**src/rtl/datapath_sequencer.sv**
```systemverilog
// Sequences the a0 datapath selects and write strobe for one instruction at a time.
// Accepts in IDLE only, so the source holds instr_valid while the controller is busy. Done trails the accept by 3 cycles (NOP), 5 (single write) or 3+2k (k-write REPSUB).
module datapath_sequencer #(
  parameter int INSTR_W = 16,
  parameter int CNT_W   = 8
) (
  input  logic               CLK,
  input  logic               RST,
  input  logic [INSTR_W-1:0] instr,
  input  logic               instr_valid,
  output logic               instr_ready,
  input  logic               sub_zero,
  output logic               CTRL1,
  output logic               CTRL5,
  output logic               CTRL6,
  output logic               a0_we,
  output logic               busy,
  output logic               done,
  output logic               err,
  output logic [CNT_W-1:0]   iter_count
);

  localparam logic [3:0] OP_NOP    = 4'd0;
  localparam logic [3:0] OP_LDI    = 4'd1;
  localparam logic [3:0] OP_MOVA1  = 4'd2;
  localparam logic [3:0] OP_SUB    = 4'd3;
  localparam logic [3:0] OP_REPSUB = 4'd4;

  typedef enum logic [2:0] {
    S_IDLE,
    S_DECODE,
    S_EXEC,
    S_WRITE,
    S_DONE
  } state_t;

  state_t           state_q, state_d;
  logic [3:0]       op_q, op_d;
  logic [CNT_W-1:0] cnt_q, cnt_d;
  logic [CNT_W-1:0] iter_q, iter_d;
  logic [CNT_W-1:0] iter_inc;
  logic             ctrl1_q, ctrl1_d;
  logic             ctrl5_q, ctrl5_d;
  logic             ctrl6_q, ctrl6_d;
  logic             we_q, we_d;
  logic             done_q, done_d;
  logic             err_q, err_d;
  logic             sel_active;

  // Only the opcode and count fields matter; the bits between them are ignored.
  generate
    if (INSTR_W - 4 > CNT_W) begin : g_mid_bits
      logic unused_mid_bits;
      assign unused_mid_bits = ^instr[INSTR_W-5:CNT_W];
    end
  endgenerate

  assign iter_inc = iter_q + {{(CNT_W-1){1'b0}}, 1'b1};

  always_comb begin
    state_d = state_q;
    op_d    = op_q;
    cnt_d   = cnt_q;
    iter_d  = iter_q;
    done_d  = 1'b0;
    err_d   = 1'b0;
    case (state_q)
      S_IDLE: begin
        if (instr_valid) begin
          op_d    = instr[INSTR_W-1:INSTR_W-4];
          cnt_d   = instr[CNT_W-1:0];
          state_d = S_DECODE;
        end
      end
      S_DECODE: begin
        case (op_q)
          OP_NOP:                   state_d = S_DONE;
          OP_LDI, OP_MOVA1, OP_SUB: state_d = S_EXEC;
          OP_REPSUB: begin
            iter_d  = '0;
            state_d = (cnt_q == '0) ? S_DONE : S_EXEC;
          end
          default: begin
            err_d   = 1'b1;
            state_d = S_IDLE;
          end
        endcase
      end
      S_EXEC: state_d = S_WRITE;
      S_WRITE: begin
        if (op_q == OP_REPSUB) begin
          iter_d  = iter_inc;
          // sub_zero reflects a0 before this write lands
          state_d = ((iter_inc == cnt_q) || sub_zero) ? S_DONE : S_EXEC;
        end else begin
          state_d = S_DONE;
        end
      end
      S_DONE: begin
        done_d  = 1'b1;
        state_d = S_IDLE;
      end
      default: state_d = S_IDLE;
    endcase

    // Selects follow the next state so they line up with EXEC/WRITE cycles.
    sel_active = (state_d == S_EXEC) || (state_d == S_WRITE);
    ctrl1_d    = sel_active && (op_q == OP_LDI);
    ctrl5_d    = sel_active && (op_q == OP_MOVA1);
    ctrl6_d    = sel_active && ((op_q == OP_SUB) || (op_q == OP_REPSUB));
    we_d       = (state_d == S_WRITE);
  end

  always_ff @(posedge CLK or posedge RST) begin
    if (RST) begin
      state_q <= S_IDLE;
      op_q    <= '0;
      cnt_q   <= '0;
      iter_q  <= '0;
      ctrl1_q <= 1'b0;
      ctrl5_q <= 1'b0;
      ctrl6_q <= 1'b0;
      we_q    <= 1'b0;
      done_q  <= 1'b0;
      err_q   <= 1'b0;
    end else begin
      state_q <= state_d;
      op_q    <= op_d;
      cnt_q   <= cnt_d;
      iter_q  <= iter_d;
      ctrl1_q <= ctrl1_d;
      ctrl5_q <= ctrl5_d;
      ctrl6_q <= ctrl6_d;
      we_q    <= we_d;
      done_q  <= done_d;
      err_q   <= err_d;
    end
  end

  assign instr_ready = (state_q == S_IDLE);
  assign busy        = (state_q != S_IDLE);
  assign CTRL1       = ctrl1_q;
  assign CTRL5       = ctrl5_q;
  assign CTRL6       = ctrl6_q;
  assign a0_we       = we_q;
  assign done        = done_q;
  assign err         = err_q;
  assign iter_count  = iter_q;

endmodule

```
**config.mk**
```make
export PLATFORM = sky130hd
export DESIGN_NAME = datapath_sequencer
export DESIGN_NICKNAME = d
export VERILOG_FILES = /design/src/rtl/datapath_sequencer.sv
export SDC_FILE = /design/constraint.sdc
export NUM_CORES = 1
export LEC_CHECK = 0
export BUFFER_PORTS_ARGS = -buffer_cell sky130_fd_sc_hd__buf_2
export CAP_MARGIN = 20
export CORE_MARGIN = 3
export CORE_UTILIZATION = 48
export CTS_CLUSTER_SIZE = 12
export DETAILED_ROUTE_END_ITERATION = 10
export GPL_ROUTABILITY_DRIVEN = 1
export PLACE_DENSITY = 0.75
export SLEW_MARGIN = 15
export SYNTH_ARGS = -nofsm -noshare
export SYNTH_HDL_FRONTEND = slang
export SYNTH_SLANG_ARGS = --single-unit
```
**constraint.sdc**
```tcl
create_clock -name CLK -period 2 [get_ports CLK]
set_input_delay 0.1 -clock CLK [delete_from_list [all_inputs] [get_ports CLK]]
set_output_delay 0.1 -clock CLK [all_outputs]
set_load 0.005 [all_outputs]
```
==> results_dict.tcl, run 1 <==
set metrics [dict create \
    status "finished clean" \
    netlist_instances 154 \
    reg2reg_setup_slack_ns 0.02 \
    maxCapViolations 0 \
    setup_viol 0 \
    grt_pass1_vias 1312 \
    hpwl_um 2540 \
    dieArea_um2 3960 \
    crit_required_ns 2.25 \
    io_buffer_count 31 \
    holdPathStages 2 \
    cts_buffers 5 \
    timing.final.crit_share_pct 99.1 \
    ys_types 42 \
    path_max_fanout 7 \
    post-route-cell-area_um2 1920 \
    p_per_area_nw_per_um2 1140 \
    switching_share_pct 37.6 \
    cts_sinks 29 \
    synth_warnings 0 \
    grt_overflow_total 0 \
    antenna_cells 0 \
    p_clk_share_pct 15.0 \
    grt_max_degree 30 \
    vias 1330 \
    post-route-util_pct 62.5 \
    detail-route-antenna-nets 0 \
    dpl_cell_area_um2 1820 \
    finClkSkew_ns 0.00796 \
    seqPwrFrac_pct 44.4 \
    power_frac_comb_pct 40.6 \
    synth_area_um2 1560 \
    peakVddDrop_v 0.000709 \
    fmax_mhz 504 \
    num-nets-final 219 \
    r2r_cells 7 \
    routed_wl_um 3460 \
    crit_path_end_kind "flop" \
    startpoint_type "flop" \
    placementRows 20 \
    htree_num_levels 2 \
    start_util_pct 50.6 \
    report.final.hold_viol_count 0 \
    remaining_drc_errors 0 \
    maxSlewHeadroom_pct 61.0 \
    drt-wirelength-per-cell_um 14.2 \
    die_w_um 63.0 \
    cts_tree "built" \
    core_area_um2 3080 \
    gp_congestion 0.852 \
    drt_iter0_markers 52 \
    slew_violations 0 \
    crit_type "flop to flop" \
    period_minus_slack_ns 1.98 \
    fillers 257 \
    root_buffer "clkbuf_4" \
    setup_tns_ns 0 \
    leakage_nw 0.879 \
    clkTransAtPathRegs_ns 0.09 \
    ys_seq_area_share_pct 46.6 \
    rsz0062_at_grt "yes" \
    clk_latency_ns 0.31 \
    die_y_um 63.0 \
    antenna_found_initial 0 \
    avgSynthCellArea_um2 10.1 \
    synth_seq_cells 29 \
    io_pins 36 \
    p_sw_mw 0.821 \
    layout-drive-gt1-share_pct 36.2 \
    cts_setup_buffers 0 \
    arrival_ns 2.24 \
    internal_power_mw 1.36 \
    viasPerCell 5.47 \
    synth_nets 175 \
    grt.total_usage_pct 18.1 \
    hp-class "input port to flop" \
    firstDrtPassIters 5 \
    tightestPinTransition_ns 0.570 \
    grt_pass1_wl_um 5730 \
    cts_buffer_depth 2 \
    layout-area-overhead-vs-synth_pct 23.5 \
]
path summary, 6_finish.rpt:
path | startpoint | to
setup / recovery | iter_count[0] | state_q[2]
hold / removal | instr[6] | cnt_q[6]
setup reg to reg | iter_count[0] | state_q[2]
hold reg to reg | state_q[0] | done
max in group asynchronous | RST | iter_count[0]
min in group asynchronous | RST | iter_count[0]
final cells by class:
type / instances / area (um^2) / area share, %
Clock buffer: 8 / 48.8 / 2.54
Inverter: 7 / 26.3 / 1.37
Multi-Input combinational cell: 111 / 806 / 41.9
Sequential cell: 29 / 727 / 37.8
Tap cell: 44 / 55.1 / 2.86
Timing Repair Buffer: 44 / 260 / 13.5
cells in the final DEF, fill, tap and decap left out, types with 2 or more instances in the layout:
master         count
buf_2             31
dfrtp_1           28
nand2_1           16
o21ai_0           11
mux2_2            11
buf_4             10
inv_1              7
nand2b_1           5
nor2_1             5
clkbuf_4           5
nand3_1            4
a21oi_1            4
nor3_1             4
xnor2_1            4
nor2b_1            3
o31ai_1            3
nor4_1             3
xor2_1             3
clkbuf_1           3
dlygate4sd3_1      3
or3_1              2
a21o_1             2
a31oi_1            2
mux2i_1            2
nand3b_1           2
o21ai_1            2
stage by stage:
stage	setup WS, ns	hold WS, ns	cells	power [mW]
finish	0.0173	0.0203	243	2.19
global route	-0.0738	0.000857	243	2.36
CTS	0.00365	0.00391	242	2.18
detailed placement	-0.0491	0.193	232	1.82
global placement	0.0335	0.178	232	1.78
floorplan	0.0226	0.178	154	1.54
metal layers:
layer / vias up / GRT usage [%] / share of wire [%]
met4: 0 / 8.54 / 1.2
met3: 6 / 3.78 / 5.0
met1: 642 / 21.8 / 43
met2: 43 / 30.6 / 51
li1: 639 / - / -
met5: - / 0 / 0
cell families (layout without fill, tap and decap cells):
group	count (synthesis)	in the layout	share of synthesized area [%]
simple gates	54	54	18.9
buf+inv	14	59	4.34
xor+xnor	8	8	4.98
fa+ha+maj	1	1	0.803
mux	13	13	9.24
flops	29	29	46.6
compound gates	35	35	15.2
sequential cells by signal (all words and copies together), names as in the netlist:
register,cells
CTRL6,1
err,1
op_q,4
state_q,3
a0_we,1
CTRL5,1
done,1
cnt_q,8
CTRL1,1
iter_count,8
power by group through the flow:
stage / logic (mW) / registers (mW) / clock network, mW
after global placement: 0.824 / 0.959 / 0
after detailed placement: 0.848 / 0.976 / 0
after floorplan: 0.598 / 0.944 / 0
after global routing: 0.990 / 1.00 / 0.371
final: 0.887 / 0.971 / 0.328
after CTS: 0.875 / 0.965 / 0.341
synthesized netlist by cell type:
master / number / area (um^2)
dfrtp_1: 29 / 726
nand2_1: 16 / 60.1
o21ai_0: 12 / 60.1
mux2_2: 11 / 124
inv_1: 7 / 26.3
a21oi_1: 5 / 25.0
clkbuf_1: 5 / 18.8
nand2b_1: 5 / 31.3
nor2_1: 5 / 18.8
nor3_1: 5 / 25.0
nand3_1: 4 / 20.0
xnor2_1: 4 / 35.0
nor2b_1: 3 / 18.8
nor4_1: 3 / 18.8
o31ai_1: 3 / 22.5
xor2_1: 3 / 26.3
a211oi_1: 2 / 15.0
a21o_1: 2 / 15.0
a31oi_1: 2 / 12.5
buf_6: 2 / 22.5
mux2i_1: 2 / 20.0
nand3b_1: 2 / 15.0
nor3b_1: 2 / 15.0
or3_1: 2 / 12.5
a2111oi_0: 1 / 8.76
a21o_2: 1 / 8.76
a221oi_2: 1 / 15.0
a22o_2: 1 / 10.0
a311o_2: 1 / 11.3
and2_1: 1 / 6.26
and3_1: 1 / 6.26
and3_2: 1 / 7.51
and4_4: 1 / 11.3
ha_1: 1 / 12.5
nand4_1: 1 / 6.26
nor3_2: 1 / 10.0
o21ai_1: 1 / 5.00
o21bai_1: 1 / 7.51
o221a_1: 1 / 11.3
o221ai_1: 1 / 8.76
or4_4: 1 / 11.3
xnor2_2: 1 / 16.3
timing repair:
action / in CTS / in global routing
pin swaps: 2 / 1
setup endpoints to repair: 3 / 8
hold endpoints to repair: 30 / 1
hold buffers: 2 / 1
gates resized for setup: 3 / 4
critical path, stage by stage, from the launching register on:
cell and delay, ns:
dfrtp_2 0.43, ha_4 0.19, and3_4 0.16, a221oi_2 0.22, a31oi_1 0.06, or4_4 0.51, nor3_4 0.14, o221a_1 0.20
(Power assumes the default switching activity.)
==> run 2, diff against run 1 <==
CAP_MARGIN = 10   (was 20)
HOLD_SLACK_MARGIN = 0.12   (was default)
==> results_dict.tcl, run 2 (same netlist as run 1, synthesis figures left out) <==
set metrics [dict create \
    status "finished clean" \
    drt-wirelength-per-cell_um 14.1 \
    vias 1362 \
    grt_max_degree 30 \
    seqPwrFrac_pct 44.2 \
    grt.total_usage_pct 18.6 \
    slowest_delay_ns 0.51 \
    dp.cells 232 \
    antenna_found_initial 0 \
    final_cells 254 \
    gp_congestion 0.852 \
    cts_buffers 5 \
    crit_chain "ha_4, and3_4, a221oi_2, a31oi_1, or4_4, nor3_4, o221a_1" \
    p_per_area_nw_per_um2 1080 \
    min_from "instr_valid" \
    slew_violations 0 \
    viasPerCell 5.36 \
    remaining_drc_errors 0 \
    crit_type "flop to flop" \
    peakVddDrop_v 0.000803 \
    tightestPinTransition_ns 0.570 \
    r2r-end "state_q[2]" \
    clkTransAtPathRegs_ns 0.09 \
    arrival_ns 2.25 \
    maxCapViolations 0 \
    hold_path_end "state_q[0]" \
    die_w_um 63.0 \
    timing.final.ws_setup_ns 0.000852 \
    rsz0062_at_grt "yes" \
    antenna_cells 0 \
    dpl_cell_area_um2 1820 \
    r2r_cells 7 \
    report.final.hold_viol_count 0 \
    final_common_cell "buf_2" \
    num-nets-final 230 \
    holdPathStages 4 \
    routed_wl_um 3590 \
    cts_tree "built" \
    switching_share_pct 37.5 \
    setup_tns_ns 0 \
    cts_buffer_depth 2 \
    layout-area-overhead-vs-synth_pct 30.5 \
    clk_latency_ns 0.31 \
    placementRows 20 \
    timing.final.crit_share_pct 100 \
    period_minus_slack_ns 2.00 \
    post-route-cell-area_um2 2030 \
    layout-drive-gt1-share_pct 34.3 \
    cts_sinks 29 \
    hpwl_um 2540 \
    maxSlewHeadroom_pct 61.0 \
    htree_num_levels 2 \
    cts_setup_buffers 0 \
    reg2reg_setup_slack_ns 0.0009 \
    path_max_fanout 7 \
    fillers 246 \
    crit_path_end_kind "flop" \
    detail-route-antenna-nets 0 \
    power_frac_comb_pct 41.0 \
    die_y_um 63.0 \
    hp-class "input port to flop" \
    io_pins 36 \
    grt_pass1_vias 1359 \
    leakage_nw 0.925 \
    root_buffer "clkbuf_4" \
    fmax_mhz 500 \
    final_cell_mix "31 x buf_2, 28 x dfrtp_1, 16 x nand2_1" \
    crit_slowest_cell "or4_4" \
    post-route-util_pct 66.1 \
    crit_required_ns 2.25 \
    start_util_pct 50.6 \
    core_area_um2 3080 \
    finClkSkew_ns 0.0112 \
    drt_iter0_markers 39 \
    internal_power_mw 1.38 \
    io_buffer_count 31 \
    setup_viol 0 \
    p_clk_share_pct 14.8 \
    startpoint_type "flop" \
    dieArea_um2 3960 \
    p_sw_mw 0.826 \
    grt_pass1_wl_um 5890 \
    grt_overflow_total 0 \
    dp_slack_ns -0.0491 \
    rr_startpoint "iter_count[0]" \
    firstDrtPassIters 4 \
]
## run 2: changes by cell type in the layout (fill, tap and decap cells not counted)
cell	change
dlygate4sd3_1	+11
## run 2: critical path, delay by kind of cell, from the launching register on
family	cells	cell delay (ns)
AOI/OAI and AO/OA	3	0.50
adders and majority gates	1	0.19
DFF	1	0.43
and+or+nand+nor	3	0.82
## run 2: power groups by stage
stage,Clock [mW],Sequential (mW),Combinational [mW]
2_1_floorplan,0,0.944,0.598
3_3_place_gp,0,0.959,0.824
3_5_place_dp,0,0.976,0.848
4_1_cts,0.341,0.965,0.893
5_1_grt,0.371,1.00,1.00
6_report,0.327,0.974,0.904
## run 2: layer usage
| layer | track usage [%] | up-vias | share of wire, % |
|---|---|---|---|
| met5 | 0 | - | 0 |
| met4 | 8.54 | 0 | 1.1 |
| li1 | - | 661 | - |
| met2 | 32.9 | 41 | 53 |
| met3 | 3.78 | 4 | 4.1 |
| met1 | 21.3 | 656 | 42 |
## run 2: per-stage QoR
step / power, mW / hold WS (ns)
6_report: 2.20 / 0.311
5_1_grt: 2.38 / 0.325
4_1_cts: 2.20 / 0.300
3_5_place_dp: 1.82 / 0.193
3_3_place_gp: 1.78 / 0.178
2_1_floorplan: 1.54 / 0.178
## run 2: area by class of cell
| type | count | area, um^2 | area share (%) |
|---|---|---|---|
| timing repair buffer | 55 | 370 | 18.2 |
| multi-input combinational | 111 | 806 | 39.6 |
| tap | 44 | 55.1 | 2.71 |
| clock buffer | 8 | 48.8 | 2.40 |
| inverter | 7 | 26.3 | 1.29 |
| sequential | 29 | 727 | 35.8 |
## run 2: how the worst max path moves through the flow
stage / startpoint / to / cells after the start
6_report: iter_count[0] / state_q[2] / 7
3_3_place_gp: iter_count[0] / state_q[2] / 7
5_1_grt: iter_count[1] / state_q[2] / 7
4_1_cts: op_q[0] / CTRL5 / 6
3_5_place_dp: iter_count[1] / state_q[2] / 7
2_1_floorplan: iter_count[0] / state_q[2] / 7
## run 2: what timing repair did
item / 4_1_cts / 5_1_grt
hold buffers: 14 / 0
gates resized for setup: 3 / 4
pin swaps: 2 / 1
cloned: 0 / 0
hold endpoints to repair: 43 / 0
endpoints found under the setup margin: 3 / 8
==> run 3, diff against run 2 <==
CORE_UTILIZATION = 53   (was 48)
HOLD_SLACK_MARGIN = 0.15   (was 0.12)
PLACE_DENSITY = 0.79   (was 0.75)
clock period = 1.95 ns   (was 2 ns; I/O delays follow)
==> results_dict.tcl, run 3 (same netlist as run 1, synthesis figures left out) <==
set metrics [dict create \
    status "complete, but fails checks" \
    violations "setup timing" \
    routed_wl_um 3630 \
    core_area_um2 2780 \
    timing.final.crit_share_pct 102 \
    num-nets-final 232 \
    timing.final.ws_setup_ns -0.0337 \
    grt_pass1_vias 1302 \
    p_total_mw 2.33 \
    io_pins 36 \
    grt.total_usage_pct 22.7 \
    vias 1394 \
    crit_slowest_cell "or4_4" \
    layout-drive-gt1-share_pct 35.8 \
    whs_ns 0.226 \
    fillers 192 \
    finClkSkew_ns 0.00999 \
    final_cell_mix "31 x buf_2, 28 x dfrtp_1, 16 x nand2_1" \
    post-route-util_pct 74.1 \
    arrival_ns 2.24 \
    cts_setup_buffers 0 \
    detail-route-antenna-nets 0 \
    clkTransAtPathRegs_ns 0.08 \
    die_w_um 60.2 \
    tightestPinTransition_ns 0.514 \
    grt_max_degree 18 \
    start_util_pct 56.0 \
    cts_tree "built" \
    crit_chain "ha_4, and3_4, a221oi_2, a31oi_1, or4_4, nor3_4, o221a_1" \
    antenna_cells 0 \
    layout-area-overhead-vs-synth_pct 32.3 \
    period_minus_slack_ns 1.98 \
    root_buffer "clkbuf_4" \
    leakage_nw 0.946 \
    htree_num_levels 2 \
    setup_viol 2 \
    drt_iter0_markers 79 \
    grt_pass1_wl_um 5940 \
    slowest_delay_ns 0.51 \
    maxCapViolations 0 \
    grt_overflow_total 0 \
    hpwl_um 2570 \
    clk_latency_ns 0.33 \
    viasPerCell 5.74 \
    drt-wirelength-per-cell_um 14.9 \
    gp_congestion 0.915 \
    placementRows 19 \
    dieArea_um2 3630 \
    crit_path_end_kind "flop" \
    cts_buffers 5 \
    io_buffer_count 31 \
    path_max_fanout 4 \
    antenna_found_initial 0 \
    rsz0062_at_grt "yes" \
    dp.cells 221 \
    cts_buffer_depth 2 \
    peakVddDrop_v 0.000959 \
    slew_violations 0 \
    maxSlewHeadroom_pct 65.7 \
    cts_sinks 29 \
    remaining_drc_errors 0 \
    final_cells 243 \
    hp-class "input port to flop" \
    final_common_cell "buf_2" \
    firstDrtPassIters 4 \
    report.final.hold_viol_count 0 \
    die_y_um 60.2 \
    dp_slack_ns -0.0119 \
    crit_type "flop to flop" \
    p_per_area_nw_per_um2 1130 \
    crit_required_ns 2.21 \
    fmax_mhz 504 \
    startpoint_type "flop" \
]
==> run 3: report_power, final <==
group          internal, mW  switching [mW]  total, mW
clock network         0.178           0.196      0.374
logic                 0.506           0.441      0.947
registers             0.788           0.222       1.01
total                  1.47           0.860       2.33
==> run 3: repair_timing <==
action,CTS,global route
gates resized for setup,0,6
hold endpoints to repair,26,0
hold buffers,14,0
endpoints found under the setup margin,2,5
pin swaps,0,2
==> run 3: metrics by stage <==
stage                     area [um^2]  TNS [ns]
final                            2060   -0.0630
after global routing             2060    -0.340
after CTS                        2030   -0.0764
after detailed placement         1830   -0.0168
after global placement           1830         0
after floorplan                  1580         0
==> run 3: area by class of cell <==
class / count / area, um^2 / share of cell area [%]
Tap cell: 31 / 38.8 / 1.88
Timing Repair Buffer: 57 / 398 / 19.3
Inverter: 7 / 26.3 / 1.28
Sequential cell: 29 / 727 / 35.3
Clock buffer: 8 / 58.8 / 2.85
Multi-Input combinational cell: 111 / 812 / 39.4
==> run 3: final timing paths <==
kind,startpoint,to,slack (ns),cells past startpoint
min in group asynchronous,RST,iter_count[4],0.35,3
max reg2reg,iter_count[0],state_q[2],-0.03,7
max,iter_count[0],state_q[2],-0.03,7
min reg2reg,state_q[0],done,0.51,1
max in group asynchronous,RST,state_q[1],0.98,4
min,instr_valid,op_q[3],0.23,3
==> run 3: critical path: cells and delay by family, from the launching register on <==
kind / cells / cell delay [ns]
AO/OA/AOI/OAI: 3 / 0.52
AND/OR/NAND/NOR: 3 / 0.80
flip-flops: 1 / 0.43
adder cells (fa/ha/maj): 1 / 0.18
==> run 3: metal layers <==
layer | global-route usage (%) | vias up | share of wire [%] | wire (um)
li1 | - | 674 | - | -
met1 | 28.7 | 654 | 41 | 1500
met2 | 35.2 | 53 | 48 | 1740
met3 | 6.91 | 13 | 7.4 | 270
met4 | 10.8 | 0 | 3.0 | 108
met5 | 0 | - | 0 | 0
